File: src/rtl/mem_port_arbiter_if.sv
// Bundle of the fetch, LSU and memory-side handshake signals around mem_port_arbiter.
// The slave modport is the arbiter's view; master is the surrounding core/memory environment.
interface mem_port_arbiter_if #(
  parameter int unsigned ADDR_W = 32,
  parameter int unsigned DATA_W = 32
);
  logic              instr_req_i;
  logic [ADDR_W-1:0] instr_addr_i;
  logic              instr_gnt_o;
  logic              instr_rvalid_o;
  logic [DATA_W-1:0] instr_rdata_o;
  logic              instr_err_o;

  logic              data_req_i;
  logic              data_we_i;
  logic [3:0]        data_be_i;
  logic [ADDR_W-1:0] data_addr_i;
  logic [DATA_W-1:0] data_wdata_i;
  logic              data_gnt_o;
  logic              data_rvalid_o;
  logic [DATA_W-1:0] data_rdata_o;
  logic              data_err_o;

  logic              mem_req_o;
  logic              mem_we_o;
  logic [3:0]        mem_be_o;
  logic [ADDR_W-1:0] mem_addr_o;
  logic [DATA_W-1:0] mem_wdata_o;
  logic              mem_gnt_i;
  logic              mem_rvalid_i;
  logic [DATA_W-1:0] mem_rdata_i;
  logic              mem_err_i;

  logic              proto_err_o;

  modport slave (
    input  instr_req_i, instr_addr_i,
    output instr_gnt_o, instr_rvalid_o, instr_rdata_o, instr_err_o,
    input  data_req_i, data_we_i, data_be_i, data_addr_i, data_wdata_i,
    output data_gnt_o, data_rvalid_o, data_rdata_o, data_err_o,
    output mem_req_o, mem_we_o, mem_be_o, mem_addr_o, mem_wdata_o,
    input  mem_gnt_i, mem_rvalid_i, mem_rdata_i, mem_err_i,
    output proto_err_o
  );

  modport master (
    output instr_req_i, instr_addr_i,
    input  instr_gnt_o, instr_rvalid_o, instr_rdata_o, instr_err_o,
    output data_req_i, data_we_i, data_be_i, data_addr_i, data_wdata_i,
    input  data_gnt_o, data_rvalid_o, data_rdata_o, data_err_o,
    input  mem_req_o, mem_we_o, mem_be_o, mem_addr_o, mem_wdata_o,
    output mem_gnt_i, mem_rvalid_i, mem_rdata_i, mem_err_i,
    input  proto_err_o
  );
endinterface

File: src/rtl/mem_port_arbiter.sv
// Shares one req/gnt/rvalid memory port between fetch and LSU, routing in-order responses back.
// Define ARB_ROUND_ROBIN_EN for round-robin arbitration; default is fixed data-over-instr priority.
module mem_port_arbiter #(
  parameter int unsigned MAX_OUTSTANDING = 2,
  parameter int unsigned ADDR_W          = 32,
  parameter int unsigned DATA_W          = 32
) (
  input logic              clk,
  input logic              rst,
  mem_port_arbiter_if.slave bus
);

  localparam int unsigned PtrW = (MAX_OUTSTANDING > 1) ? $clog2(MAX_OUTSTANDING) : 1;
  localparam int unsigned CntW = $clog2(MAX_OUTSTANDING + 1);
  localparam logic [PtrW-1:0] PtrMax = PtrW'(MAX_OUTSTANDING - 1);
  localparam logic [CntW-1:0] CntFull = CntW'(MAX_OUTSTANDING);

  typedef enum logic [1:0] {StIdle, StHoldI, StHoldD} state_e;

  state_e                     state_q;
  logic [MAX_OUTSTANDING-1:0] ids_q;
  logic [PtrW-1:0]            wr_ptr_q, rd_ptr_q;
  logic [CntW-1:0]            count_q;
  logic                       proto_err_q;
`ifdef ARB_ROUND_ROBIN_EN
  logic                       last_data_q;
`endif

  logic              sel_data, arb_data, sel_req, full, mem_req, push, pop, head;
  logic              we_sel;
  logic [3:0]        be_sel;
  logic [ADDR_W-1:0] addr_sel;
  logic [DATA_W-1:0] wdata_sel;

  always_comb begin
`ifdef ARB_ROUND_ROBIN_EN
    // On contention the side granted last yields.
    if (bus.data_req_i && bus.instr_req_i) arb_data = ~last_data_q;
    else                                   arb_data = bus.data_req_i;
`else
    arb_data = bus.data_req_i;
`endif
    unique case (state_q)
      StHoldI: sel_data = 1'b0;
      StHoldD: sel_data = 1'b1;
      default: sel_data = arb_data;
    endcase

    sel_req = sel_data ? bus.data_req_i : bus.instr_req_i;
    full    = (count_q == CntFull);
    mem_req = sel_req & ~full;
    push    = mem_req & bus.mem_gnt_i;
    pop     = bus.mem_rvalid_i & (count_q != '0);
    head    = ids_q[rd_ptr_q];

    addr_sel  = sel_data ? bus.data_addr_i  : bus.instr_addr_i;
    we_sel    = sel_data ? bus.data_we_i    : 1'b0;
    be_sel    = sel_data ? bus.data_be_i    : 4'hF;
    wdata_sel = sel_data ? bus.data_wdata_i : '0;
  end

  assign bus.mem_req_o   = mem_req;
  assign bus.mem_addr_o  = mem_req ? addr_sel  : '0;
  assign bus.mem_we_o    = mem_req ? we_sel    : 1'b0;
  assign bus.mem_be_o    = mem_req ? be_sel    : 4'h0;
  assign bus.mem_wdata_o = mem_req ? wdata_sel : '0;

  assign bus.instr_gnt_o = push & ~sel_data;
  assign bus.data_gnt_o  = push &  sel_data;

  assign bus.instr_rvalid_o = pop & ~head;
  assign bus.data_rvalid_o  = pop &  head;
  assign bus.instr_rdata_o  = bus.instr_rvalid_o ? bus.mem_rdata_i : '0;
  assign bus.data_rdata_o   = bus.data_rvalid_o  ? bus.mem_rdata_i : '0;
  assign bus.instr_err_o    = bus.instr_rvalid_o & bus.mem_err_i;
  assign bus.data_err_o     = bus.data_rvalid_o  & bus.mem_err_i;
  assign bus.proto_err_o    = proto_err_q;

  always_ff @(posedge clk or posedge rst) begin
    if (rst) begin
      state_q     <= StIdle;
      ids_q       <= '0;
      wr_ptr_q    <= '0;
      rd_ptr_q    <= '0;
      count_q     <= '0;
      proto_err_q <= 1'b0;
`ifdef ARB_ROUND_ROBIN_EN
      last_data_q <= 1'b1;
`endif
    end else begin
      unique case (state_q)
        StIdle: begin
          if (mem_req && !bus.mem_gnt_i) state_q <= sel_data ? StHoldD : StHoldI;
        end
        // A dropped request also releases the hold; no grant is issued.
        StHoldI, StHoldD: begin
          if (!sel_req || bus.mem_gnt_i) state_q <= StIdle;
        end
        default: state_q <= StIdle;
      endcase

      if (push) begin
        ids_q[wr_ptr_q] <= sel_data;
        wr_ptr_q        <= (wr_ptr_q == PtrMax) ? '0 : wr_ptr_q + 1'b1;
`ifdef ARB_ROUND_ROBIN_EN
        last_data_q     <= sel_data;
`endif
      end
      if (pop) rd_ptr_q <= (rd_ptr_q == PtrMax) ? '0 : rd_ptr_q + 1'b1;

      if (push && !pop)      count_q <= count_q + 1'b1;
      else if (!push && pop) count_q <= count_q - 1'b1;

      if (bus.mem_rvalid_i && count_q == '0) proto_err_q <= 1'b1;
    end
  end

endmodule

File: src/flat_wrapper.sv
// flat-port wrapper written by rule: the top's interface ports become plain ports
module mem_port_arbiter_flat 
#(
  parameter int unsigned MAX_OUTSTANDING = 2,
  parameter int unsigned ADDR_W          = 32,
  parameter int unsigned DATA_W          = 32
)
  (clk, rst, bus_instr_req_i, bus_instr_addr_i, bus_instr_gnt_o, bus_instr_rvalid_o, bus_instr_rdata_o, bus_instr_err_o, bus_data_req_i, bus_data_we_i, bus_data_be_i, bus_data_addr_i, bus_data_wdata_i, bus_data_gnt_o, bus_data_rvalid_o, bus_data_rdata_o, bus_data_err_o, bus_mem_req_o, bus_mem_we_o, bus_mem_be_o, bus_mem_addr_o, bus_mem_wdata_o, bus_mem_gnt_i, bus_mem_rvalid_i, bus_mem_rdata_i, bus_mem_err_i, bus_proto_err_o);
  mem_port_arbiter_if #(.ADDR_W(ADDR_W), .DATA_W(DATA_W)) bus_i ();
  input logic clk;
  input logic rst;
  input wire logic [$bits(bus_i.instr_req_i)-1:0] bus_instr_req_i;
  input wire logic [$bits(bus_i.instr_addr_i)-1:0] bus_instr_addr_i;
  output wire logic [$bits(bus_i.instr_gnt_o)-1:0] bus_instr_gnt_o;
  output wire logic [$bits(bus_i.instr_rvalid_o)-1:0] bus_instr_rvalid_o;
  output wire logic [$bits(bus_i.instr_rdata_o)-1:0] bus_instr_rdata_o;
  output wire logic [$bits(bus_i.instr_err_o)-1:0] bus_instr_err_o;
  input wire logic [$bits(bus_i.data_req_i)-1:0] bus_data_req_i;
  input wire logic [$bits(bus_i.data_we_i)-1:0] bus_data_we_i;
  input wire logic [$bits(bus_i.data_be_i)-1:0] bus_data_be_i;
  input wire logic [$bits(bus_i.data_addr_i)-1:0] bus_data_addr_i;
  input wire logic [$bits(bus_i.data_wdata_i)-1:0] bus_data_wdata_i;
  output wire logic [$bits(bus_i.data_gnt_o)-1:0] bus_data_gnt_o;
  output wire logic [$bits(bus_i.data_rvalid_o)-1:0] bus_data_rvalid_o;
  output wire logic [$bits(bus_i.data_rdata_o)-1:0] bus_data_rdata_o;
  output wire logic [$bits(bus_i.data_err_o)-1:0] bus_data_err_o;
  output wire logic [$bits(bus_i.mem_req_o)-1:0] bus_mem_req_o;
  output wire logic [$bits(bus_i.mem_we_o)-1:0] bus_mem_we_o;
  output wire logic [$bits(bus_i.mem_be_o)-1:0] bus_mem_be_o;
  output wire logic [$bits(bus_i.mem_addr_o)-1:0] bus_mem_addr_o;
  output wire logic [$bits(bus_i.mem_wdata_o)-1:0] bus_mem_wdata_o;
  input wire logic [$bits(bus_i.mem_gnt_i)-1:0] bus_mem_gnt_i;
  input wire logic [$bits(bus_i.mem_rvalid_i)-1:0] bus_mem_rvalid_i;
  input wire logic [$bits(bus_i.mem_rdata_i)-1:0] bus_mem_rdata_i;
  input wire logic [$bits(bus_i.mem_err_i)-1:0] bus_mem_err_i;
  output wire logic [$bits(bus_i.proto_err_o)-1:0] bus_proto_err_o;
  assign bus_i.instr_req_i = bus_instr_req_i;
  assign bus_i.instr_addr_i = bus_instr_addr_i;
  assign bus_instr_gnt_o = bus_i.instr_gnt_o;
  assign bus_instr_rvalid_o = bus_i.instr_rvalid_o;
  assign bus_instr_rdata_o = bus_i.instr_rdata_o;
  assign bus_instr_err_o = bus_i.instr_err_o;
  assign bus_i.data_req_i = bus_data_req_i;
  assign bus_i.data_we_i = bus_data_we_i;
  assign bus_i.data_be_i = bus_data_be_i;
  assign bus_i.data_addr_i = bus_data_addr_i;
  assign bus_i.data_wdata_i = bus_data_wdata_i;
  assign bus_data_gnt_o = bus_i.data_gnt_o;
  assign bus_data_rvalid_o = bus_i.data_rvalid_o;
  assign bus_data_rdata_o = bus_i.data_rdata_o;
  assign bus_data_err_o = bus_i.data_err_o;
  assign bus_mem_req_o = bus_i.mem_req_o;
  assign bus_mem_we_o = bus_i.mem_we_o;
  assign bus_mem_be_o = bus_i.mem_be_o;
  assign bus_mem_addr_o = bus_i.mem_addr_o;
  assign bus_mem_wdata_o = bus_i.mem_wdata_o;
  assign bus_i.mem_gnt_i = bus_mem_gnt_i;
  assign bus_i.mem_rvalid_i = bus_mem_rvalid_i;
  assign bus_i.mem_rdata_i = bus_mem_rdata_i;
  assign bus_i.mem_err_i = bus_mem_err_i;
  assign bus_proto_err_o = bus_i.proto_err_o;
  mem_port_arbiter #(.MAX_OUTSTANDING(MAX_OUTSTANDING), .ADDR_W(ADDR_W), .DATA_W(DATA_W)) u_core (.clk(clk), .rst(rst), .bus(bus_i));
endmodule
File: config.mk
export PLATFORM = sky130hd
export DESIGN_NAME = mem_port_arbiter_flat
export DESIGN_NICKNAME = d
export VERILOG_FILES = /design/src/rtl/mem_port_arbiter_if.sv /design/src/rtl/mem_port_arbiter.sv /design/src/flat_wrapper.sv
export SDC_FILE = /design/constraint.sdc
export NUM_CORES = 1
export LEC_CHECK = 0
export CORE_AREA = 4 4 105 107
export CTS_CLUSTER_DIAMETER = 30
export DETAILED_ROUTE_END_ITERATION = 16
export DIE_AREA = 0 0 109 111
export GPL_ROUTABILITY_DRIVEN = 1
export PLACE_DENSITY = 0.62
export SLEW_MARGIN = 0
export SYNTH_ARGS = -nofsm -noshare
export SYNTH_HDL_FRONTEND = slang
export SYNTH_SLANG_ARGS = --single-unit
File: constraint.sdc
create_clock -name clk -period 5.05 [get_ports clk]
set_input_delay 0.7575 -clock clk [delete_from_list [all_inputs] [get_ports clk]]
set_output_delay 0.7575 -clock clk [all_outputs]
set_load 0.01 [all_outputs]
==> results of run 1 <==
registers in the layout, summed over array words and instances, names as in the netlist:
name                    cells
u_core.rd_ptr_q             1
u_core.ids_q                2
u_core.count_q              2
u_core.bus.proto_err_o      1
u_core.wr_ptr_q             1
u_core.state_q              2
worst max-delay path by stage:
stage,slack (ns),depth (start not counted),end
floorplan,2.64,7,bus_mem_addr_o[10]
global placement,0.98,7,bus_instr_gnt_o
detailed placement,0.93,7,bus_instr_gnt_o
CTS,0.91,7,bus_instr_gnt_o
global route,0.71,7,bus_data_gnt_o
finish,0.95,7,bus_instr_gnt_o
power by group through the flow:
stage          Combinational (uW)  Clock (uW)  Sequential [uW]
2_1_floorplan                 794           0              128
3_3_place_gp                 1710           0              133
3_5_place_dp                 1720           0              134
4_1_cts                      1730        87.0              133
5_1_grt                      1860        92.7              140
6_report                     1700        82.7              133
worst reg2reg max path, cell delays in order (launching register included):
cell,delay [ns]
dfrtp_1,0.38
inv_1,0.06
ha_1,0.40
a21boi_0,0.19
o221ai_4,0.84
inv_1,0.27
nand2_1,0.23
inv_1,0.08
ha_1,0.19
xor2_1,0.14
nor2_1,0.11
xor2_1,0.14
final cells by class:
cell class                 count  area [um2]  share of cell area [%]
timing repair buffer         283        2830                    60.6
multi-input combinational    245        1380                    29.5
sequential                     9         225                    4.83
tap                          136         170                    3.65
clock buffer                   3        41.3                   0.886
inverter                       5        18.8                   0.403
clock inverter                 1        5.00                   0.107
synth_stat cells, drive strengths merged:
master / number
ha: 3
xor2: 2
o221ai: 1
nand3: 3
a31oi: 1
or4: 2
nor2: 13
buf: 9
nand2: 69
dfrtp: 9
xnor2: 3
a21oi: 33
nor3b: 1
o211ai: 2
and3: 1
mux2: 2
a21o: 1
clkbuf: 11
a21boi: 1
mux2i: 3
inv: 5
and2: 99
nand2b: 2
o21ai: 1
nor2b: 2
metal layers:
layer	global-route usage (%)	share of wire (%)	vias up	wire, um
li1	-	-	1415	-
met1	14.2	34	1203	3130
met2	27.0	52	157	4770
met3	6.17	13	6	1200
met4	1.43	0.64	0	59
met5	0	0	-	0
through the flow:
| stage | util, % | total power, uW | setup WS [ns] | area, um2 | instances |
|---|---|---|---|---|---|
| after floorplan | - | 922 | 2.64 | 1680 | 279 |
| after global placement | 45.5 | 1840 | 0.976 | 4610 | 678 |
| after detailed placement | 45.5 | 1850 | 0.926 | 4610 | 678 |
| after CTS | 46.0 | 1950 | 0.914 | 4660 | 682 |
| after global routing | 46.0 | 2090 | 0.706 | 4660 | 682 |
| final | 46.0 | 1920 | 0.949 | 4660 | 682 |
cells by family after synthesis:
| group | after synthesis | share of synthesized area, % |
|---|---|---|
| AOI/OAI and AO/OA | 40 | 13.2 |
| xor gates and xnor gates | 5 | 2.60 |
| adders and majority gates | 3 | 2.23 |
| buffers and inverters | 25 | 6.25 |
| DFF | 9 | 13.4 |
| muxes | 5 | 3.12 |
| and+or+nand+nor | 192 | 59.2 |
==> flow_metrics.env, run 1 <==
export IMPL_cp_top_family="buffers and inverters"
export IMPL_end_kind="output port"
export IMPL_place_hpwl_um=7690
export IMPL_drive_gt1_share_pct=2.01
export IMPL_numCtsBuffers=3
export IMPL_p_int_uw=1090
export IMPL_p_leak_uw=0.00182
export IMPL_clock_latency_ns=0.23
export IMPL_swShare_pct=43.2
export IMPL_synth_nets=422
export IMPL_min_period_ns=4.10
export IMPL_max_stage_delay_ns=0.84
export IMPL_worstMarginPinSlew_ns=1.07
export IMPL_synth_area_um2=1680
export IMPL_die_height_um=111
export IMPL_cts_root_buf="clkbuf_8"
export IMPL_critical_path_max_fanout=41
export IMPL_grt_max_degree=42
export IMPL_first_global_vias=2723
export IMPL_hold_viol=0
export IMPL_pwr_share_seq_pct=6.9
export IMPL_portBuffers=280
export IMPL_status="finished, final reports clean"
export IMPL_crit_required_ns=4.29
export IMPL_synth_seq_cells=9
export IMPL_diodes=0
export IMPL_vias=2781
export IMPL_h_tree_depth=1
export IMPL_slew_headroom_pct=28.5
export IMPL_fill_cells=988
export IMPL_antenna_left=0
export IMPL_synth_cells=279
export IMPL_critPathBufInv=3
export IMPL_maxSlewViolCount=0
export IMPL_clock_power_share_pct=4.3
export IMPL_die_area_um2=12100
export IMPL_boundaryPins=281
export IMPL_synth_seq_area_share_pct=13.4
export IMPL_die_w_um=109
export IMPL_clock_path_buffers=2
export IMPL_yosysTopAreaCellShare_pct=36.8
export IMPL_ir_worst_vdd_mv=0.181
export IMPL_core_area_um2=10100
export IMPL_cts_hold_buf=0
export IMPL_holdPathEnd="u_core.bus.proto_err_o"
export IMPL_wl_per_cell_um=13.4
export IMPL_reg2reg_slack_ns=1.96
export IMPL_syn_area_per_cell_um2=6.03
export IMPL_hold_class="reg -> reg"
export IMPL_antenna_found_initial=0
export IMPL_drv_cap=0
export IMPL_setup_violations_final=0
export IMPL_r2r_start="u_core.state_q[1]"
export IMPL_max_freq_ghz=0.244
export IMPL_reg2reg_depth=11
export IMPL_drt_pre_antenna_iters=4
export IMPL_crit_chain="clkdlybuf4s50_1 -> a21boi_0 -> o221ai_4 -> inv_1 -> nand2_1 -> nor2_1 -> clkdlybuf4s50_1"
export IMPL_clkSlewWorstSetupHoldPaths_ns=0.04
export IMPL_crit_path_top_delay_cell="o221ai_4"
export IMPL_critPathKind="in -> out"
export IMPL_powerDensity_nw_per_um2=411
export IMPL_rows=37
export IMPL_track_usage_pct=14.1
export IMPL_yosysWarnings=0
export IMPL_holdWs_ns=0.450
export IMPL_min_delay_start="u_core.bus.proto_err_o"
export IMPL_comb_power_share_pct=88.8
export IMPL_nNetsFinal=690
export IMPL_hold_depth=1
export IMPL_drt_initial_drc_count=87
export IMPL_final_common_cell="clkdlybuf4s50_1"
export IMPL_arrival_ns=3.34
export IMPL_fin_tns_setup_ns=0
export IMPL_final_cell_mix="clkdlybuf4s50_1 (280), and2_1 (99), nand2_1 (69)"
export IMPL_gr_total_overflow=0
export IMPL_areaGrowthSynthToFinish_pct=177
export IMPL_postCtsResizedCells=0
export IMPL_initial_core_util_pct=16.6
export IMPL_synthDistinctLibCells=25
export IMPL_fin_skew_ns=0.00376
export IMPL_crit_start="bus_instr_req_i"
export IMPL_cp_common_cell="clkdlybuf4s50_1"
export IMPL_cts_setup_buffers=0
export IMPL_rsz0062_at_grt="no"
export IMPL_cts_tree="yes"
export IMPL_cts_sinks=9
export IMPL_synth_area_leaders="and2_1 (37%), nand2_1 (15%), dfrtp_1 (13%), a21oi_1 (9.8%), nor2_1 (2.9%)"
export IMPL_drcViolationCount=0
export IMPL_routed_via_density=4.08
export IMPL_yosys_area_top_type="and2_1"
export IMPL_routed_wirelength_um=9170
export IMPL_gp_congestion=0.748
export IMPL_grt_pass1_wl_um=13900
export IMPL_cp_start_kind="input pin"
export IMPL_fin_crit_sh_pct=81.2
export IMPL_p_switching_uw=827
export IMPL_rr_endpoint="u_core.count_q[1]"
Note: power is estimated with default switching activity, not from simulation.
==> inputs of run 2 (changes only) <==
CORE_AREA = 4 4 106 108   (was 4 4 105 107)
DIE_AREA = 0 0 110 112   (was 0 0 109 111)
PLACE_DENSITY = 0.63   (was 0.62)
clock period = 3.4 ns   (was 5.05 ns; I/O delays follow)
==> run 2 against run 1 <==
Routed wire length up 4.4%. Cell count up 0.44%. Design area up 0.99%. Hold slack better by 0.013 ns. Clock skew down 0.0024 ns. Clock-buffer cell count up 1. Global-route usage about the same. Sequential share of layout area about the same. Setup slack worse by 0.70 ns. First-iteration DRC count down 4.6%. Critical endpoint unchanged. Largest power group unchanged. Highest routed layer unchanged.
==> flow_metrics.env, run 2 (same netlist as run 1, synthesis figures left out) <==
export IMPL_status="finished, final reports clean"
export IMPL_grt_pass1_wl_um=13800
export IMPL_utilization_pct=46.0
export IMPL_drv_cap=0
export IMPL_portBuffers=280
export IMPL_routed_wirelength_um=9570
export IMPL_maxSlewViolCount=0
export IMPL_crit_required_ns=2.89
export IMPL_wl_per_cell_um=14.0
export IMPL_numCtsBuffers=3
export IMPL_final_cell_mix="clkdlybuf4s50_1 (280), and2_1 (99), nand2_1 (69)"
export IMPL_drive_gt1_share_pct=2.37
export IMPL_nNetsFinal=693
export IMPL_critPathKind="in -> out"
export IMPL_p_leak_uw=0.00184
export IMPL_cts_root_buf="clkbuf_8"
export IMPL_h_tree_depth=1
export IMPL_powerDensity_nw_per_um2=617
export IMPL_vias=2784
export IMPL_gr_total_overflow=0
export IMPL_fin_skew_ns=0.00132
export IMPL_antenna_found_initial=0
export IMPL_postCtsResizedCells=0
export IMPL_stdcell_count=685
export IMPL_fin_tns_setup_ns=0
export IMPL_place_inst=681
export IMPL_gp_congestion=0.816
export IMPL_first_global_vias=2665
export IMPL_antenna_left=0
export IMPL_worstMarginPinSlew_ns=0.392
export IMPL_ir_worst_vdd_mv=0.317
export IMPL_final_common_cell="clkdlybuf4s50_1"
export IMPL_grt_max_degree=41
export IMPL_fin_crit_sh_pct=92.8
export IMPL_min_period_ns=3.15
export IMPL_max_freq_ghz=0.317
export IMPL_drcViolationCount=0
export IMPL_cts_setup_buffers=0
export IMPL_rsz0062_at_grt="no"
export IMPL_areaGrowthSynthToFinish_pct=180
export IMPL_die_area_um2=12300
export IMPL_die_w_um=110
export IMPL_core_area_um2=10200
export IMPL_clock_latency_ns=0.23
export IMPL_clkSlewWorstSetupHoldPaths_ns=0.04
export IMPL_setup_violations_final=0
export IMPL_track_usage_pct=14.1
export IMPL_end_kind="output port"
export IMPL_place_hpwl_um=8100
export IMPL_drt_initial_drc_count=83
export IMPL_cts_tree="yes"
export IMPL_diodes=0
export IMPL_boundaryPins=281
export IMPL_initial_core_util_pct=16.4
export IMPL_hold_viol=0
export IMPL_reg2reg_slack_ns=1.08
export IMPL_slew_headroom_pct=73.9
export IMPL_cp_start_kind="input pin"
export IMPL_hold_class="reg -> reg"
export IMPL_critical_path_max_fanout=5
export IMPL_largestRegisters="u_core.count_q x2, u_core.ids_q x2, u_core.state_q x2"
export IMPL_routed_via_density=4.06
export IMPL_cts_sinks=9
export IMPL_fill_cells=1020
export IMPL_cts_hold_buf=0
export IMPL_arrival_ns=2.64
export IMPL_drt_pre_antenna_iters=4
export IMPL_rows=37
export IMPL_die_height_um=112
export IMPL_clock_path_buffers=2
## run 2: cell count changes in the layout (fill, tap and decap cells not counted), sizes merged
cell | before | now
buf | 3 | 6
clkbuf | 3 | 4
clkinv | 1 | 0
## run 2: report_power, final
| group | leakage [uW] | internal, uW | switching, uW | total (uW) |
|---|---|---|---|---|
| Combinational | 0.00171 | 1440 | 1150 | 2590 |
| Clock | 0.0000228 | 81.4 | 39.2 | 121 |
| Sequential | 0.000105 | 156 | 42.8 | 199 |
## run 2: worst paths after layout
path                                               end                   start  cells after the start
worst max-delay path                   bus_instr_gnt_o         bus_instr_req_i                      7
min in group asynchronous       u_core.bus.proto_err_o                     rst                      2
worst min-delay path            u_core.bus.proto_err_o  u_core.bus.proto_err_o                      1
worst max register to register       u_core.count_q[1]       u_core.state_q[0]                     11
max in group asynchronous              u_core.ids_q[1]                     rst                      2
worst min register to register  u_core.bus.proto_err_o  u_core.bus.proto_err_o                      1
## run 2: area by class of cell
type | instances | area (um2) | area share (%)
clock buffers | 4 | 45.0 | 0.957
inverters | 5 | 18.8 | 0.399
multi-input cells | 245 | 1380 | 29.2
flip-flops and latches | 9 | 225 | 4.78
well taps | 136 | 170 | 3.62
repair buffers | 286 | 2870 | 61.0
## run 2: critical path, stage by stage
cell	delay, ns
clkdlybuf4s50_1	0.55
a21boi_0	0.36
o221ai_4	0.14
inv_1	0.15
nand2_1	0.15
nor2_1	0.20
clkdlybuf4s50_1	0.58
## run 2: per-layer routing
metal / global-route usage (%) / part of all wire (%) / vias to the layer above
met2: 26.9 / 51 / 164
li1: - / - / 1419
met3: 5.91 / 14 / 6
met4: 2.16 / 0.87 / 0
met1: 14.2 / 34 / 1195
met5: 0 / 0 / -
## run 2: through the flow
stage               cell area [um2]  total power [uW]  setup slack, ns  hold WS (ns)
floorplan                      1680              1370             1.23         0.338
global placement               4660              2810            0.285         0.442
detailed placement             4660              2830            0.253         0.464
CTS                            4710              2970            0.211         0.471
global route                   4710              3150            0.105         0.502
finish                         4710              2910            0.245         0.464
==> inputs of run 3 (changes only) <==
CAP_MARGIN = 20   (was unset)
CELL_PAD_IN_SITES_DETAIL_PLACEMENT = 1   (was unset)
CELL_PAD_IN_SITES_GLOBAL_PLACEMENT = 1   (was unset)
CORE_AREA = unset   (was 4 4 106 108)
CORE_MARGIN = 4   (was unset)
CORE_UTILIZATION = 11   (was unset)
DIE_AREA = unset   (was 0 0 110 112)
PLACE_DENSITY = 0.76   (was 0.63)
==> run 3 against run 2 <==
Critical path depth stayed put. First-iteration DRC count is 23% higher. Register-to-register slack hardly changed.
==> flow_metrics.env, run 3 (same netlist as run 1, synthesis figures left out) <==
export IMPL_cts_hold_buf=0
export IMPL_grt_pass1_wl_um=17100
export IMPL_largestRegisters="u_core.count_q x2, u_core.ids_q x2, u_core.state_q x2"
export IMPL_crit_required_ns=2.89
export IMPL_postCtsResizedCells=0
export IMPL_critical_path_max_fanout=40
export IMPL_rows=44
export IMPL_drv_cap=0
export IMPL_slew_headroom_pct=72.7
export IMPL_vias=2878
export IMPL_cts_setup_buffers=0
export IMPL_final_cell_mix="clkdlybuf4s50_1 (280), and2_1 (99), nand2_1 (69)"
export IMPL_die_height_um=132
export IMPL_gr_total_overflow=0
export IMPL_place_inst=730
export IMPL_min_period_ns=3.10
export IMPL_diodes=0
export IMPL_hold_viol=0
export IMPL_end_kind="output port"
export IMPL_drt_initial_drc_count=102
export IMPL_place_hpwl_um=9250
export IMPL_nNetsFinal=694
export IMPL_routed_wirelength_um=10900
export IMPL_core_area_um2=14800
export IMPL_die_area_um2=17300
export IMPL_powerDensity_nw_per_um2=636
export IMPL_cts_root_buf="clkbuf_16"
export IMPL_drive_gt1_share_pct=2.91
export IMPL_cts_tree="yes"
export IMPL_cts_sinks=9
export IMPL_crit_chain="inv_1 -> ha_1 -> a21boi_0 -> o221ai_4 -> buf_4 -> a21oi_1 -> clkdlybuf4s50_1"
export IMPL_cp_start_kind="register"
export IMPL_clkSlewWorstSetupHoldPaths_ns=0.04
export IMPL_first_global_vias=3133
export IMPL_drcViolationCount=0
export IMPL_ir_worst_vdd_mv=0.257
export IMPL_h_tree_depth=1
export IMPL_pre_cts_slack_ns=0.266
export IMPL_critPathBufInv=3
export IMPL_maxSlewViolCount=0
export IMPL_clock_latency_ns=0.23
export IMPL_setup_violations_final=0
export IMPL_max_freq_ghz=0.323
export IMPL_max_stage_delay_ns=0.58
export IMPL_final_common_cell="clkdlybuf4s50_1"
export IMPL_p_leak_uw=0.00186
export IMPL_worstMarginPinSlew_ns=0.401
export IMPL_portBuffers=280
export IMPL_arrival_ns=2.59
export IMPL_wl_per_cell_um=14.8
export IMPL_stdcell_count=734
export IMPL_routed_via_density=3.92
export IMPL_gp_congestion=0.750
export IMPL_hold_class="reg -> reg"
export IMPL_areaGrowthSynthToFinish_pct=186
export IMPL_initial_core_util_pct=11.4
export IMPL_rsz0062_at_grt="no"
export IMPL_track_usage_pct=11.9
export IMPL_cp_top_family="buffers and inverters"
export IMPL_die_w_um=132
export IMPL_grt_max_degree=41
export IMPL_reg2reg_slack_ns=1.08
export IMPL_fin_skew_ns=0.00116
export IMPL_drt_pre_antenna_iters=4
export IMPL_antenna_left=0
export IMPL_fin_crit_sh_pct=91.1
export IMPL_crit_path_top_delay_cell="clkdlybuf4s50_1"
export IMPL_critPathKind="reg -> out"
export IMPL_antenna_found_initial=0
export IMPL_status="finished, final reports clean"
export IMPL_setup_slack_ns=0.302
export IMPL_clock_path_buffers=2
export IMPL_boundaryPins=281
export IMPL_numCtsBuffers=3
export IMPL_fin_tns_setup_ns=0
[run 3: cell count changes in the layout (fill, tap and decap cells not counted), sizes merged]
cell  change
buf       +1
[run 3: stage by stage]
| stage | power, uW | area (um2) | hold slack, ns | util, % |
|---|---|---|---|---|
| after global placement | 2840 | 4730 | 0.445 | 32.1 |
| after floorplan | 1370 | 1680 | 0.338 | - |
| final | 3060 | 4810 | 0.458 | 32.6 |
| after CTS | 3140 | 4810 | 0.459 | 32.6 |
| after detailed placement | 2910 | 4730 | 0.453 | 32.1 |
| after global routing | 3320 | 4810 | 0.482 | 32.6 |
[run 3: per-layer routing]
layer	share of wire [%]	global-route usage, %
met5	0	0
met3	10	4.74
met2	55	24.5
met4	0.50	0.992
met1	34	11.4
[run 3: cell type report]
| class | instances | area (um2) |
|---|---|---|
| multi-input cells | 245 | 1380 |
| well taps | 184 | 230 |
| clock buffers | 4 | 78.8 |
| repair buffers | 287 | 2880 |
| fillers | 1765 | 9940 |
| inverters | 5 | 18.8 |
| flip-flops and latches | 9 | 225 |
[run 3: report_power, final]
part | switching [uW] | internal [uW]
sequential | 44.0 | 156
combinational | 1210 | 1450
clock | 48.1 | 156
[run 3: worst register-to-register path, delay by kind of cell (launching register included)]
family                     cells  cell delay, ns
adders and majority gates      2            0.62
buffers and inverters          3            0.26
xor gates and xnor gates       1            0.18
DFF                            1            0.40
and+or+nand+nor                2            0.29
AOI/OAI and AO/OA              2            0.48
[run 3: final timing paths]
check	endpoint	start	depth (start not counted)
max reg2reg	u_core.count_q[1]	u_core.state_q[1]	10
min	u_core.bus.proto_err_o	u_core.bus.proto_err_o	1
max in group asynchronous	u_core.state_q[1]	rst	2
min in group asynchronous	u_core.bus.proto_err_o	rst	2
min reg2reg	u_core.bus.proto_err_o	u_core.bus.proto_err_o	1
max	bus_mem_addr_o[29]	u_core.state_q[1]	7
